## src/rtl/decode_exec_pkg.sv

```systemverilog
// Shared decode definitions for decode_exec_pipe: opcodes, instruction field positions, legality helpers.
// The MUL_BUSY state type exists only when DECODE_EXEC_MUL_EN is defined.
package decode_exec_pkg;

    typedef enum logic [5:0] {
        OP_ADD  = 6'h00,
        OP_SUB  = 6'h01,
        OP_AND  = 6'h02,
        OP_OR   = 6'h03,
        OP_XOR  = 6'h04,
        OP_SLL  = 6'h05,
        OP_SRL  = 6'h06,
        OP_ADDI = 6'h08,
        OP_MUL  = 6'h10,
        OP_NOP  = 6'h3F
    } opcode_e;

    localparam int unsigned OPC_MSB = 31;
    localparam int unsigned OPC_LSB = 26;
    localparam int unsigned RD_MSB  = 25;
    localparam int unsigned RD_LSB  = 21;
    localparam int unsigned RS1_MSB = 20;
    localparam int unsigned RS1_LSB = 16;
    localparam int unsigned RS2_MSB = 15;
    localparam int unsigned RS2_LSB = 11;
    localparam int unsigned IMM_MSB = 15;
    localparam int unsigned IMM_LSB = 0;

`ifdef DECODE_EXEC_MUL_EN
    typedef enum logic {
        ST_IDLE     = 1'b0,
        ST_MUL_BUSY = 1'b1
    } state_e;
`endif

    // Any opcode not listed here retires as illegal.
    function automatic logic op_is_known(input logic [5:0] opc);
        case (opc)
            OP_ADD, OP_SUB, OP_AND, OP_OR, OP_XOR,
            OP_SLL, OP_SRL, OP_ADDI, OP_NOP: op_is_known = 1'b1;
`ifdef DECODE_EXEC_MUL_EN
            OP_MUL:                          op_is_known = 1'b1;
`endif
            default:                         op_is_known = 1'b0;
        endcase
    endfunction

    // Ops that use rd and rs1 (and therefore write the register file).
    function automatic logic op_uses_regs(input logic [5:0] opc);
        case (opc)
            OP_ADD, OP_SUB, OP_AND, OP_OR, OP_XOR,
            OP_SLL, OP_SRL, OP_ADDI, OP_MUL: op_uses_regs = 1'b1;
            default:                         op_uses_regs = 1'b0;
        endcase
    endfunction

    // ADDI reuses the rs2 bits as immediate, so only R-type ops check rs2.
    function automatic logic op_uses_rs2(input logic [5:0] opc);
        case (opc)
            OP_ADD, OP_SUB, OP_AND, OP_OR, OP_XOR,
            OP_SLL, OP_SRL, OP_MUL: op_uses_rs2 = 1'b1;
            default:                op_uses_rs2 = 1'b0;
        endcase
    endfunction

endpackage

```

## src/rtl/seq_multiplier.sv

```systemverilog
// Iterative shift-add multiplier: one partial product per cycle, XLEN cycles after i_start.
// o_done_c/o_product_c are combinational and valid during the cycle of the final iteration.
module seq_multiplier #(
    parameter int unsigned XLEN = 32
) (
    input  logic            clk,
    input  logic            reset,
    input  logic            i_start,
    input  logic [XLEN-1:0] i_a,
    input  logic [XLEN-1:0] i_b,
    output logic            o_done_c,
    output logic [XLEN-1:0] o_product_c
);

    localparam int unsigned CNTW = $clog2(XLEN + 1);

    logic            r_busy;
    logic [CNTW-1:0] r_count;
    logic [XLEN-1:0] r_mcand;
    logic [XLEN-1:0] r_mplier;
    logic [XLEN-1:0] r_acc;
    logic [XLEN-1:0] w_acc_next;

    assign w_acc_next  = r_acc + (r_mplier[0] ? r_mcand : '0);
    assign o_done_c    = r_busy && (r_count == CNTW'(1));
    assign o_product_c = w_acc_next;

    always_ff @(posedge clk or posedge reset) begin
        if (reset) begin
            r_busy   <= 1'b0;
            r_count  <= '0;
            r_mcand  <= '0;
            r_mplier <= '0;
            r_acc    <= '0;
        end else if (i_start) begin
            r_busy   <= 1'b1;
            r_count  <= CNTW'(XLEN);
            r_mcand  <= i_a;
            r_mplier <= i_b;
            r_acc    <= '0;
        end else if (r_busy) begin
            r_acc    <= w_acc_next;
            r_mcand  <= r_mcand << 1;
            r_mplier <= r_mplier >> 1;
            r_count  <= r_count - CNTW'(1);
            if (r_count == CNTW'(1)) begin
                r_busy <= 1'b0;
            end
        end
    end

endmodule

```

## src/rtl/decode_exec_pipe.sv

```systemverilog
// Single-issue decode/execute stage with register file; single-cycle ALU ops retire one cycle after accept.
// Define DECODE_EXEC_MUL_EN to build the multi-cycle MUL path (seq_multiplier, MUL_BUSY state).
module decode_exec_pipe
    import decode_exec_pkg::*;
#(
    parameter int unsigned XLEN  = 32,
    parameter int unsigned NREGS = 16
) (
    input  logic            clk,
    input  logic            reset,
    input  logic            instr_valid,
    output logic            instr_ready,
    input  logic [31:0]     instruction,
    output logic [XLEN-1:0] result,
    output logic            result_valid,
    output logic [4:0]      result_rd,
    output logic            reg_write_enable,
    output logic            illegal
);

    localparam int unsigned IDXW = (NREGS > 1) ? $clog2(NREGS) : 1;
    localparam int unsigned SHW  = $clog2(XLEN);

    logic [5:0]        w_opc;
    logic [4:0]        w_rd;
    logic [4:0]        w_rs1;
    logic [4:0]        w_rs2;
    logic signed [15:0] w_imm;
    logic [XLEN-1:0]   w_imm_ext;
    logic [XLEN-1:0]   w_rs1_val;
    logic [XLEN-1:0]   w_rs2_val;
    logic [XLEN-1:0]   w_alu;
    logic              w_legal;
    logic              w_mul_op;
    logic              w_accept;
    logic              w_mul_start;
    logic              w_retire;
    logic [XLEN-1:0]   w_ret_data;
    logic [4:0]        w_ret_rd;
    logic              w_ret_we;
    logic              w_ret_ill;
    logic [XLEN-1:0]   r_regs [NREGS];

    assign w_opc     = instruction[OPC_MSB:OPC_LSB];
    assign w_rd      = instruction[RD_MSB:RD_LSB];
    assign w_rs1     = instruction[RS1_MSB:RS1_LSB];
    assign w_rs2     = instruction[RS2_MSB:RS2_LSB];
    assign w_imm     = instruction[IMM_MSB:IMM_LSB];
    assign w_imm_ext = XLEN'(w_imm);
    assign w_accept  = instr_valid && instr_ready;
    assign w_mul_op  = w_legal && (w_opc == OP_MUL);

    // Register reads: entry 0 and out-of-range indices read as zero.
    always_comb begin
        w_rs1_val = '0;
        w_rs2_val = '0;
        if (w_rs1 != '0 && 32'(w_rs1) < NREGS) w_rs1_val = r_regs[w_rs1[IDXW-1:0]];
        if (w_rs2 != '0 && 32'(w_rs2) < NREGS) w_rs2_val = r_regs[w_rs2[IDXW-1:0]];
    end

    always_comb begin
        w_legal = op_is_known(w_opc);
        if (op_uses_regs(w_opc) && (32'(w_rd) >= NREGS || 32'(w_rs1) >= NREGS)) w_legal = 1'b0;
        if (op_uses_rs2(w_opc) && 32'(w_rs2) >= NREGS) w_legal = 1'b0;
    end

    always_comb begin
        w_alu = '0;
        case (w_opc)
            OP_ADD:  w_alu = w_rs1_val + w_rs2_val;
            OP_SUB:  w_alu = w_rs1_val - w_rs2_val;
            OP_AND:  w_alu = w_rs1_val & w_rs2_val;
            OP_OR:   w_alu = w_rs1_val | w_rs2_val;
            OP_XOR:  w_alu = w_rs1_val ^ w_rs2_val;
            OP_SLL:  w_alu = w_rs1_val << w_rs2_val[SHW-1:0];
            OP_SRL:  w_alu = w_rs1_val >> w_rs2_val[SHW-1:0];
            OP_ADDI: w_alu = w_rs1_val + w_imm_ext;
            default: w_alu = '0;
        endcase
    end

`ifdef DECODE_EXEC_MUL_EN
    state_e          r_state;
    state_e          w_next_state;
    logic            r_instr_ready;
    logic [4:0]      r_mul_rd;
    logic            w_mul_done;
    logic [XLEN-1:0] w_mul_product;

    seq_multiplier #(.XLEN(XLEN)) u_mul (
        .clk         (clk),
        .reset       (reset),
        .i_start     (w_mul_start),
        .i_a         (w_rs1_val),
        .i_b         (w_rs2_val),
        .o_done_c    (w_mul_done),
        .o_product_c (w_mul_product)
    );

    always_ff @(posedge clk or posedge reset) begin
        if (reset) begin
            r_state       <= ST_IDLE;
            r_instr_ready <= 1'b1;
            r_mul_rd      <= '0;
        end else begin
            r_state       <= w_next_state;
            r_instr_ready <= (w_next_state == ST_IDLE);
            if (w_mul_start) r_mul_rd <= w_rd;
        end
    end

    always_comb begin
        w_next_state = r_state;
        case (r_state)
            ST_IDLE:     if (w_mul_start) w_next_state = ST_MUL_BUSY;
            ST_MUL_BUSY: if (w_mul_done)  w_next_state = ST_IDLE;
            default:     w_next_state = ST_IDLE;
        endcase
    end

    assign instr_ready = r_instr_ready;
`else
    assign instr_ready = 1'b1;
`endif

    // Retirement select: single-cycle op at accept, or MUL completion.
    always_comb begin
        w_mul_start = 1'b0;
        w_retire    = 1'b0;
        w_ret_data  = '0;
        w_ret_rd    = '0;
        w_ret_we    = 1'b0;
        w_ret_ill   = 1'b0;
        if (w_accept && !w_mul_op) begin
            w_retire   = 1'b1;
            w_ret_rd   = w_rd;
            w_ret_ill  = !w_legal;
            w_ret_data = w_legal ? w_alu : '0;
            w_ret_we   = w_legal && op_uses_regs(w_opc) && (w_rd != '0);
        end
`ifdef DECODE_EXEC_MUL_EN
        if (w_accept && w_mul_op) w_mul_start = 1'b1;
        if (w_mul_done) begin
            w_retire   = 1'b1;
            w_ret_rd   = r_mul_rd;
            w_ret_data = w_mul_product;
            w_ret_we   = (r_mul_rd != '0);
        end
`endif
    end

    always_ff @(posedge clk or posedge reset) begin
        if (reset) begin
            result           <= '0;
            result_valid     <= 1'b0;
            result_rd        <= '0;
            reg_write_enable <= 1'b0;
            illegal          <= 1'b0;
        end else begin
            result_valid     <= w_retire;
            reg_write_enable <= w_ret_we;
            illegal          <= w_ret_ill;
            if (w_retire) begin
                result    <= w_ret_data;
                result_rd <= w_ret_rd;
            end
        end
    end

    always_ff @(posedge clk or posedge reset) begin
        if (reset) begin
            for (int i = 0; i < int'(NREGS); i++) r_regs[i] <= '0;
        end else if (w_ret_we) begin
            r_regs[w_ret_rd[IDXW-1:0]] <= w_ret_data;
        end
    end

endmodule

```

## config.mk

```make
export PLATFORM = sky130hd
export DESIGN_NAME = decode_exec_pipe
export DESIGN_NICKNAME = d
export VERILOG_FILES = /design/src/rtl/decode_exec_pkg.sv /design/src/rtl/seq_multiplier.sv /design/src/rtl/decode_exec_pipe.sv
export SDC_FILE = /design/constraint.sdc
export NUM_CORES = 2
export LEC_CHECK = 0
export CAP_MARGIN = 5
export CORE_UTILIZATION = 45
export DETAILED_ROUTE_END_ITERATION = 10
export PLACE_DENSITY = 0.64
export SYNTH_ARGS = -nofsm -noshare
export SYNTH_HDL_FRONTEND = slang
export SYNTH_SLANG_ARGS = --single-unit
export TNS_END_PERCENT = 5
```

## constraint.sdc

```tcl
create_clock -name clk -period 27 [get_ports clk]
set_clock_uncertainty 0.1 [all_clocks]
set_input_delay 5.4 -clock clk [delete_from_list [all_inputs] [get_ports clk]]
set_output_delay 5.4 -clock clk [all_outputs]
set_load 0.02 [all_outputs]
```

==> metrics list <==
- Clock input transition at the sequential cells of the worst setup and hold paths: 0.06 ns
* Vias in the first global route: 28,968
- Post-synthesis sequential area ratio: between 30% and 40%
* Antenna Violating Nets Remaining: 0
* Outcome: complete, no violations
- Clock latency on the worst-skew pair, taken at its later pin, is 0.64 ns.
- Resized cells post-CTS: 0
* Final count of hold timing violations: 0
- Averaged over all synthesized cells, the footprint is 10.1 um2.
- Setup violations remaining at the end of the flow were counted as 0.
- The first global-routing pass estimated approximately 200,000 um of wire.
- The clock period could shrink to 13.37 ns.
- Rows: 103
* Number of max-slew violations in the final report: 0
* Cells taking the most area after synthesis: dfrtp_1, mux4_2, o21ai_0
- Largest voltage drop on the vdd net: 0.0000481 V
* Post-CTS Setup Repair Bufs: 0
* Area overhead of the layout relative to synthesis: 9.22%
* Slew of the pin with the lowest slew margin: roughly 1.3 ns
* Die W: 285 um
- The top cell type by area accounts for between 30 and 40% of the synthesized area.
* Antenna diode count: 0
- The synthesized design contains 0 enable-type register cells.
- CP arrival: 13.84 ns
* Library cells used by synthesis: 99
- H-tree depth reported by CTS: 2
- Type of the tightest min-delay check: flip-flop to flip-flop
- The setup path with the least slack is of type input port to flip-flop.
- The pre-antenna-repair detailed-routing pass consisted of 8 iterations.
- Number of buffers on the longest clock path: 3
- TritonCTS built the clock tree.
* Avg Vias per Cell: 6.51
* Final worst-path cycle share: 49.5%
- Die outline area: 81,000 um2
- In this run the clock root is driven by a clkbuf_16.
- From bottom edge to top edge, the die measures 285 um.
- The analysis attributes to cell leakage a power of 16.9 nW.
- Num CTS Buffers: 59
- STA classifies the critical path endpoint as a flip-flop.
- The initial antenna violation count is 3.
- Number of standard cells after synthesis: 3,566
- For this run, the slowest stage of the critical path takes 0.85 ns.
* Remaining routing DRC violations: 0
- The mapped netlist covers 35,900 um2.
- Port buffering added 74 buffers.
- Summed over all failing endpoints, the final setup total negative slack is 0 ns.
* Clock sink count: 552
- The routed design has around 130,000 um of wire.
* Worst-path cell chain: buf_6 > mux4_2 > a22o_1 > nor3_4 > buf_4 > o221a_2 > nand4_2 > or3_1 > nor2b_1 > nand2_1 > nor2_1 > xnor2_1 > o221ai_1 > ha_1 > a21oi_1 > nand2_1 > a21oi_1 > nor2b_1 > o22ai_1 > o311ai_0 > o211ai_1 > xnor3_2 > o31ai_2 > mux2_2
* Maximum number of pins on one net before global-route repair: 147
* Instance count after placement with tap cells included: 4,459
* Headroom to the max-slew limit: under 10%
* Category of cells accounting for the largest share of critical-path delay: compound AO/OA/AOI/OAI gates
- Crit path launch type: input port
* Number of buffers inserted for hold repair after clock tree synthesis: 0
* 1st-iter DRT viols: around 3,400
- Once layout is complete, the cells apart from fillers number 4,566.
- Most frequent standard cell in the layout excluding fill and tap cells: nand2_1
- Detailed Place HPWL: 88,000 um
* Synth area leader: dfrtp_1
- Highest-count cells in the layout ignoring fill and taps: nand2_1, dfrtp_1, o21ai_0, mux4_2, mux2i_1
- The total overflow left after global routing is 0.
* Vias after detailed routing: 29,709
- After detailed routing, the average wire length per cell comes to between 20 and 30 um.
* Highest attainable clock frequency: 74.8 MHz
* Seq cells post-synth: 552
- Fraction of final layout cells with drive strength greater than 1: 18.2%
- Pwr per Cell Area: 45.6 nW/um2
- Once layout is complete, the utilization of the core stands at around half.
- Across the run, the number of max-cap violations was 0.
* Setup repair after global routing missed its margin: no
- Ys flop type: dfrtp_1
- Measured in cells, the most critical reg-to-reg path has a length of 23.
- Counting instances, the worst hold path has a depth of 0.
- Number of top-level pins: 76
- Largest fanout of any net on the critical path: slightly above 60
- The congestion estimate from routability-driven global placement came to 1.11.
- For this configuration, the core starts out at a cell density of 45.5%.
- Net count, final: 3,599
- Required time worst endpoint: 27.47 ns
* Sum of buffers and inverters on the critical path: 2
- After floorplanning, the core was sized to cover ~79,000 um2.
* Fraction of registers with async set/reset: 100%
* Critical path depth: 24
* Total track usage: 32.3%
* Number of warnings printed during yosys synthesis: 0
- Synthesized Nets: 3,695
- Slowest stage cell on the critical path: o31ai_2
## layout make-up
class / instances / area, um2
clock buffers: 78 / 1630
clock inverters: 29 / 295
fillers: 7186 / 39800
inverters: 104 / 398
multi-input cells: 2576 / 20300
flip-flops and latches: 552 / 13800
well taps: 1050 / 1310
repair buffers: 177 / 1530
## state kept, by name, indices dropped and copies added (netlist names)
register,flops
result_valid,1
reg_write_enable,1
r_regs,512
illegal,1
result_rd,5
result,32
## final timing paths
path                                       from           to  slack [ns]
worst max-delay path            instruction[11]   r_regs[31]       13.63
min in group asynchronous                 reset   result[15]        5.14
worst min-delay path                r_regs[495]  r_regs[495]        0.27
worst max register to register       r_regs[96]   r_regs[31]       18.82
worst min register to register      r_regs[495]  r_regs[495]        0.27
max in group asynchronous                 reset  r_regs[161]       18.55
## kinds of logic after synthesis
| group | share of synthesized area [%] |
|---|---|
| flops | 38.4 |
| fa+ha+maj | 3.29 |
| buf+inv | 5.44 |
| compound gates | 16.6 |
| xor+xnor | 1.14 |
| simple gates | 11.0 |
| mux | 24.1 |
| other cells | 0.0104 |
## per-stage QoR
step / total power, W / hold WS, ns / setup slack, ns / cell area, um2
floorplan: 0.000944 / 0.325 / 6.07 / 35900
global placement: 0.000992 / 0.261 / 13.20 / 37300
detailed placement: 0.000992 / 0.263 / 13.07 / 37300
CTS: 0.00179 / 0.276 / 13.70 / 39200
global route: 0.00184 / 0.284 / 13.04 / 39200
finish: 0.00179 / 0.274 / 13.63 / 39200
## cell usage after synthesis, drive strengths merged, types with 30 or more instances
cell type and instances:
o211ai 31, nor3 38, xnor2 32, o21ai 513
nand2 605, mux2 137, inv 102, and2 30
a22oi 46, a21oi 114, clkbuf 221, buf 113
ha 93, mux2i 169, dfrtp 552, nor2 142
mux4 239
## routing by layer
layer | global-route usage [%] | share of wire, % | vias up
li1 | - | - | 12860
met5 | 0 | 0.016 | -
met1 | 44.0 | 41 | 14931
met2 | 49.3 | 45 | 1559
met4 | 14.1 | 4.7 | 4
met3 | 7.45 | 10 | 355
## worst register-to-register path, cell delays in order, from the launching register on
cell and delay, ns:
dfrtp_1 0.40, mux4_2 0.46, a22o_1 0.30, nor3_4 0.71, buf_4 0.68, o221a_2 0.51, nand4_2 0.21, or3_1 0.45
nor2b_1 0.18, nand2_1 0.24, nor2_1 0.22, xnor2_1 0.14, o221ai_1 0.16, ha_1 0.26, a21oi_1 0.27, nand2_1 0.08
a21oi_1 0.17, nor2b_1 0.07, o22ai_1 0.55, o311ai_0 0.23, o211ai_1 0.17, xnor3_2 0.38, o31ai_2 0.85, mux2_2 0.31
## power by group
group / switching [W] / total, W / internal (W)
clock network: 0.000354 / 0.000809 / 0.000455
logic: 0.000105 / 0.000151 / 0.0000454
registers: 0.000000481 / 0.000829 / 0.000828
(Power assumes the default switching activity.)
